--- src/rtl/rf_wb_arb.sv ---
// rtl/rf_wb_arb.sv - register-file writeback arbiter: pipeline writes win, long-latency results queue in a 2-entry FIFO
// Optional feature: define RF_WB_BYPASS_EN to route lsu results straight to the write port when nothing is queued.

module rf_wb_arb #(
  parameter int STARVE_LIMIT = 4
) (
  input  logic        clk,
  input  logic        reset,
  input  logic        pipe_we,
  input  logic [4:0]  pipe_rd,
  input  logic [31:0] pipe_wd,
  input  logic        lsu_valid,
  output logic        lsu_ready,
  input  logic [4:0]  lsu_rd,
  input  logic [31:0] lsu_wd,
  output logic        we3,
  output logic [4:0]  a3,
  output logic [31:0] wd3,
  output logic [31:0] pending,
  output logic        stall_req
);

  localparam int CW = (STARVE_LIMIT < 1) ? 1 : $clog2(STARVE_LIMIT + 1);
  localparam logic [CW-1:0] STARVE_MAX = CW'(STARVE_LIMIT);

  logic [4:0]    q_rd [2];
  logic [31:0]   q_wd [2];
  logic          wr_ptr;
  logic          rd_ptr;
  logic [1:0]    count;
  logic [CW-1:0] starve;

  logic accept;
  logic lsu_keep;
  logic bypass;
  logic enq;
  logic deq;

  assign lsu_ready = ~reset & (count != 2'd2);
  assign accept    = lsu_valid & lsu_ready;
  // Writes to x0 are swallowed here so they never occupy a slot or the write port.
  assign lsu_keep  = accept & (lsu_rd != 5'd0);

`ifdef RF_WB_BYPASS_EN
  assign bypass = lsu_keep & (count == 2'd0) & ~pipe_we;
`else
  assign bypass = 1'b0;
`endif

  assign enq = lsu_keep & ~bypass;
  assign deq = (count != 2'd0) & ~pipe_we;

  assign stall_req = (starve == STARVE_MAX) || (count == 2'd2);

  always_comb begin
    pending = '0;
    for (int i = 0; i < 2; i++) begin
      if ((i[0] == rd_ptr) ? (count != 2'd0) : (count == 2'd2)) begin
        pending[q_rd[i]] = 1'b1;
      end
    end
    pending[0] = 1'b0;
  end

  // Queue storage carries no reset; validity is tracked solely by count.
  always_ff @(posedge clk) begin
    if (enq) begin
      q_rd[wr_ptr] <= lsu_rd;
      q_wd[wr_ptr] <= lsu_wd;
    end
  end

  always_ff @(posedge clk or posedge reset) begin
    if (reset) begin
      wr_ptr <= 1'b0;
      rd_ptr <= 1'b0;
      count  <= 2'd0;
      starve <= '0;
    end else begin
      if (enq) begin
        wr_ptr <= ~wr_ptr;
      end
      if (deq) begin
        rd_ptr <= ~rd_ptr;
      end
      count <= count + {1'b0, enq} - {1'b0, deq};
      if ((count == 2'd0) || deq) begin
        starve <= '0;
      end else if (starve != STARVE_MAX) begin
        starve <= starve + CW'(1);
      end
    end
  end

  always_ff @(posedge clk or posedge reset) begin
    if (reset) begin
      we3 <= 1'b0;
      a3  <= 5'd0;
      wd3 <= 32'd0;
    end else if (pipe_we) begin
      we3 <= (pipe_rd != 5'd0);
      if (pipe_rd != 5'd0) begin
        a3  <= pipe_rd;
        wd3 <= pipe_wd;
      end
    end else if (deq) begin
      we3 <= 1'b1;
      a3  <= q_rd[rd_ptr];
      wd3 <= q_wd[rd_ptr];
    end else if (bypass) begin
      we3 <= 1'b1;
      a3  <= lsu_rd;
      wd3 <= lsu_wd;
    end else begin
      we3 <= 1'b0;
    end
  end

endmodule

--- config.mk ---
export PLATFORM = sky130hd
export DESIGN_NAME = rf_wb_arb
export DESIGN_NICKNAME = d
export VERILOG_FILES = /design/src/rtl/rf_wb_arb.sv
export SDC_FILE = /design/constraint.sdc
export NUM_CORES = 1
export LEC_CHECK = 0
export ABC_AREA = 1
export BUFFER_PORTS_ARGS = -buffer_cell sky130_fd_sc_hd__buf_2
export CAP_MARGIN = 20
export CELL_PAD_IN_SITES_DETAIL_PLACEMENT = 1
export CELL_PAD_IN_SITES_GLOBAL_PLACEMENT = 2
export CORE_MARGIN = 10
export CORE_UTILIZATION = 30
export DETAILED_ROUTE_END_ITERATION = 16
export PLACE_DENSITY_LB_ADDON = 0.1
export RECOVER_POWER = 25
export SLEW_MARGIN = 20
export SYNTH_ARGS = -nofsm -noshare
export SYNTH_HDL_FRONTEND = slang
export SYNTH_SLANG_ARGS = --single-unit
export TNS_END_PERCENT = 30
--- constraint.sdc ---
create_clock -name clk -period 3.5 [get_ports clk]
set_input_delay 0 -clock clk [delete_from_list [all_inputs] [get_ports clk]]
set_output_delay 0 -clock clk [all_outputs]
set_load 0.05 [all_outputs]
==> results.ini <==
[worst_setup_path]
highest_net_fanout_along_the_worst_path = 31
cp_slowest_cell = sky130_fd_sc_hd__nand2_1
crit_top_cell = sky130_fd_sc_hd__nand2_1
ff2ff_setup_slack_ns = 1.23
regToRegEndpoint = q_wd[1][13]$_DFFE_PP_
worstSetupEndpointType = primary output
crit_chain = inv_1 -> nand2_1 -> nand2_1 -> nand3_1 -> o21ai_0 -> buf_2
worst-r2r-cell-count = 7
path_class = flip-flop to primary output
critPathTopFamily = simple AND/OR/NAND/NOR gates
worstSetupPathDepth = 6
worst_ep_arrival_time_ns = 2.36
worst-path-buf-inv = 2
r2r-start = count[0]$_DFF_PP0_
cpPeakStageDelay_ns = 0.75
timing.critical_path.from_type = flip-flop
required_ns = 3.50

[detailed_routing]
antenna_violating_nets_post_route = 0
routed_wirelength_um = 20400
via_count = 5412
detail_route.drc_violations = 0
wire_per_inst_um = 17.2
vias_per_cell = 4.56
drt_pre_antenna_iters = 4
drt_iter0_markers = 182

[clock_tree]
number_of_clock_sinks = 119
cts_made_buffers = 17
insertion_delay_ns = 0.42
ctsRootBufferMaster = sky130_fd_sc_hd__clkbuf_16
cts_resized = 0
cts_tree = done
cts-htree-levels = 4
bufs_on_longest_clock_path = 2
clk_pin_slew_ns = 0.05

[job]
cap_viol_max_count = 0

[placement]
placed_wire_length_estimate_um = 13400
postPlaceCellArea_um2 = 6790
final_estimated_routing_congestion_in_global_placement = 0.794
place.port_buffers = 148

[sta]
layout_min_cycle_time_ns = 2.36
totalNegativeSetupSlack_ns = 0
timing.slew.headroom_pct = 11.2
fmax_mhz = 424
period_share_pct = 67.4
max_slew.worst_pin.slew_ns = 1.33
rsz0062_at_grt = no
timing.final.hold_violations = 0
setup_viol_count_final = 0
final_max_slew_viol_count = 0
timing.clock.skew_ns = 0.00878

[power]
fin_total_pwr_w = 0.00577
combPwrFrac_pct = 36.1
power_switching_share_pct = 40.7
worst_voltage_drop_across_the_vdd_grid_mv = 0.407
switching_power_w = 0.00235
pwr_density_cell_nw_per_um2 = 712
static-leakage-power_nw = 3.96
internal-power_w = 0.00342
power.share.clock_pct = 30.5
p_seq_share_pct = 33.5

[logic_synthesis]
yosys_warnings = 0
syn-num-nets = 777
synth_cell_type_count = 23
synth.area.top_cells = sky130_fd_sc_hd__edfxtp_1, sky130_fd_sc_hd__dfrtp_1, sky130_fd_sc_hd__nand2_1, sky130_fd_sc_hd__nand3_1, sky130_fd_sc_hd__inv_1
mapped_cell_area_um2 = 5840
synth_cells = 695
yosys.area.top_type = sky130_fd_sc_hd__edfxtp_1
syn_area_per_cell_um2 = 8.40
synth.yosys.seq_area_share_pct = 57.4
yosys_register_bits = 119
post-synth-top-area-fraction_pct = 38.1

[floorplan]
floorplan.initialDensity_pct = 30.9
die_area_um2 = 25400
y_dimension_of_the_die_um = 159
core_um2 = 18900
top_level_ports = 150
die_w_um = 159
row_count = 50

[final_layout]
layout-drive-gt1-share_pct = 17.0
p_r_area_growth_vs_syn_pct = 39.0
layout.cells.most_common = sky130_fd_sc_hd__nand2_1
multi_input_area_um2 = 1960
n_fill_cell = 2303
layout.cell_area.non_filler_um2 = 8110
antenna-diode-count = 0
nets = 996
layout.cells.most_common_list = sky130_fd_sc_hd__nand2_1, sky130_fd_sc_hd__buf_2, sky130_fd_sc_hd__nand3_1
ff_latch_area_um2 = 3350

[grt]
globalRouteTotalUtil_pct = 16.0
grt_first_pass_wirelength_um = 32700
total_gr_overflow = 0
antenna_found_initial = 0
grt_start_max_net_pins = 46
grt_pass1_vias = 6052

[min_path]
holdCritPathClass = input port to flip-flop
worstHoldPathCells = 2
timing.hold.worst.start = lsu_wd[18]
hold-path-endpoint = q_wd[0][18]$_DFFE_PP_

[run_status]
run_status = complete, no violations

==> registers in the layout, summed over array words and instances, names as in the netlist <==
| signal | cells |
|---|---|
| rd_ptr | 1 |
| wr_ptr | 1 |
| starve | 3 |
| q_rd | 10 |
| wd3 | 32 |
| we3 | 1 |
| count | 2 |
| a3 | 5 |
| q_wd | 64 |
==> how the worst max path moves through the flow <==
stage	from	end	slack (ns)
floorplan	reset	q_rd[1][0]$_DFFE_PP_	0.13
global route	count[0]$_DFF_PP0_	pending[19]	0.89
global placement	count[0]$_DFF_PP0_	q_wd[1][12]$_DFFE_PP_	1.25
detailed placement	count[0]$_DFF_PP0_	q_wd[1][18]$_DFFE_PP_	1.19
CTS	rd_ptr$_DFFE_PP0P_	pending[19]	1.13
finish	rd_ptr$_DFFE_PP0P_	pending[19]	1.14
==> power groups by stage <==
stage	sequential (W)	clock (W)	combinational, W
floorplan	0.00240	0	0.00102
global placement	0.00196	0	0.00200
detailed placement	0.00196	0	0.00205
CTS	0.00194	0.00180	0.00212
global route	0.00196	0.00186	0.00229
finish	0.00193	0.00176	0.00208
==> worst register-to-register path, delay by kind of cell (launching register included) <==
kind                   cells  cell delay (ns)
AND/OR/NAND/NOR            5             1.06
flip-flops                 1             0.38
buffers and inverters      2             0.50
==> synthesized netlist by cell type, drive strengths merged <==
cell type / count
clkbuf: 2
buf: 30
nor2: 19
nand3: 108
nand4: 2
conb: 1
o21ai: 32
xnor2: 2
a21oi: 2
nor3: 13
xor2: 2
nand2: 261
dfrtp: 45
ha: 4
edfxtp: 74
nand3b: 1
inv: 97
==> layer usage <==
metal	GRT usage (%)	share of wire (%)	wire length, µm
met5	0	0	0
met4	4.34	0.63	129
met3	4.18	3.8	766
met2	28.3	51	10400
met1	18.7	44	9070
==> timing repair <==
action,4_1_cts,5_1_grt
hold endpoints to repair,158,0
buffers inserted,0,0
hold buffers,77,0
==> cells by family after synthesis <==
logic type | Yosys count | synth area share [%]
buf+inv | 129 | 9.37
simple gates | 404 | 28.8
xor+xnor | 4 | 0.600
compound gates | 34 | 2.92
other cells | 1 | 0.0643
fa+ha+maj | 4 | 0.858
flops | 119 | 57.4
==> stage by stage <==
| stage | cells | setup slack [ns] | utilization (%) | hold WS (ns) |
|---|---|---|---|---|
| global route | 1187 | 0.885 | 42.9 | 0.301 |
| floorplan | 695 | 0.126 | - | 0.0989 |
| detailed placement | 1078 | 1.19 | 35.9 | 0.192 |
| CTS | 1187 | 1.13 | 43.2 | 0.283 |
| global placement | 1078 | 1.25 | 35.9 | 0.187 |
| finish | 1187 | 1.14 | 42.9 | 0.317 |
==> cell type report <==
cell class	count	area share (%)
timing repair buffer	232	18.7
clock buffer	23	5.77
clock inverter	9	1.53
inverter	97	4.49
tap	260	4.01
sequential	119	41.3
multi-input combinational	447	24.1
Note: power is estimated with default switching activity, not from simulation.
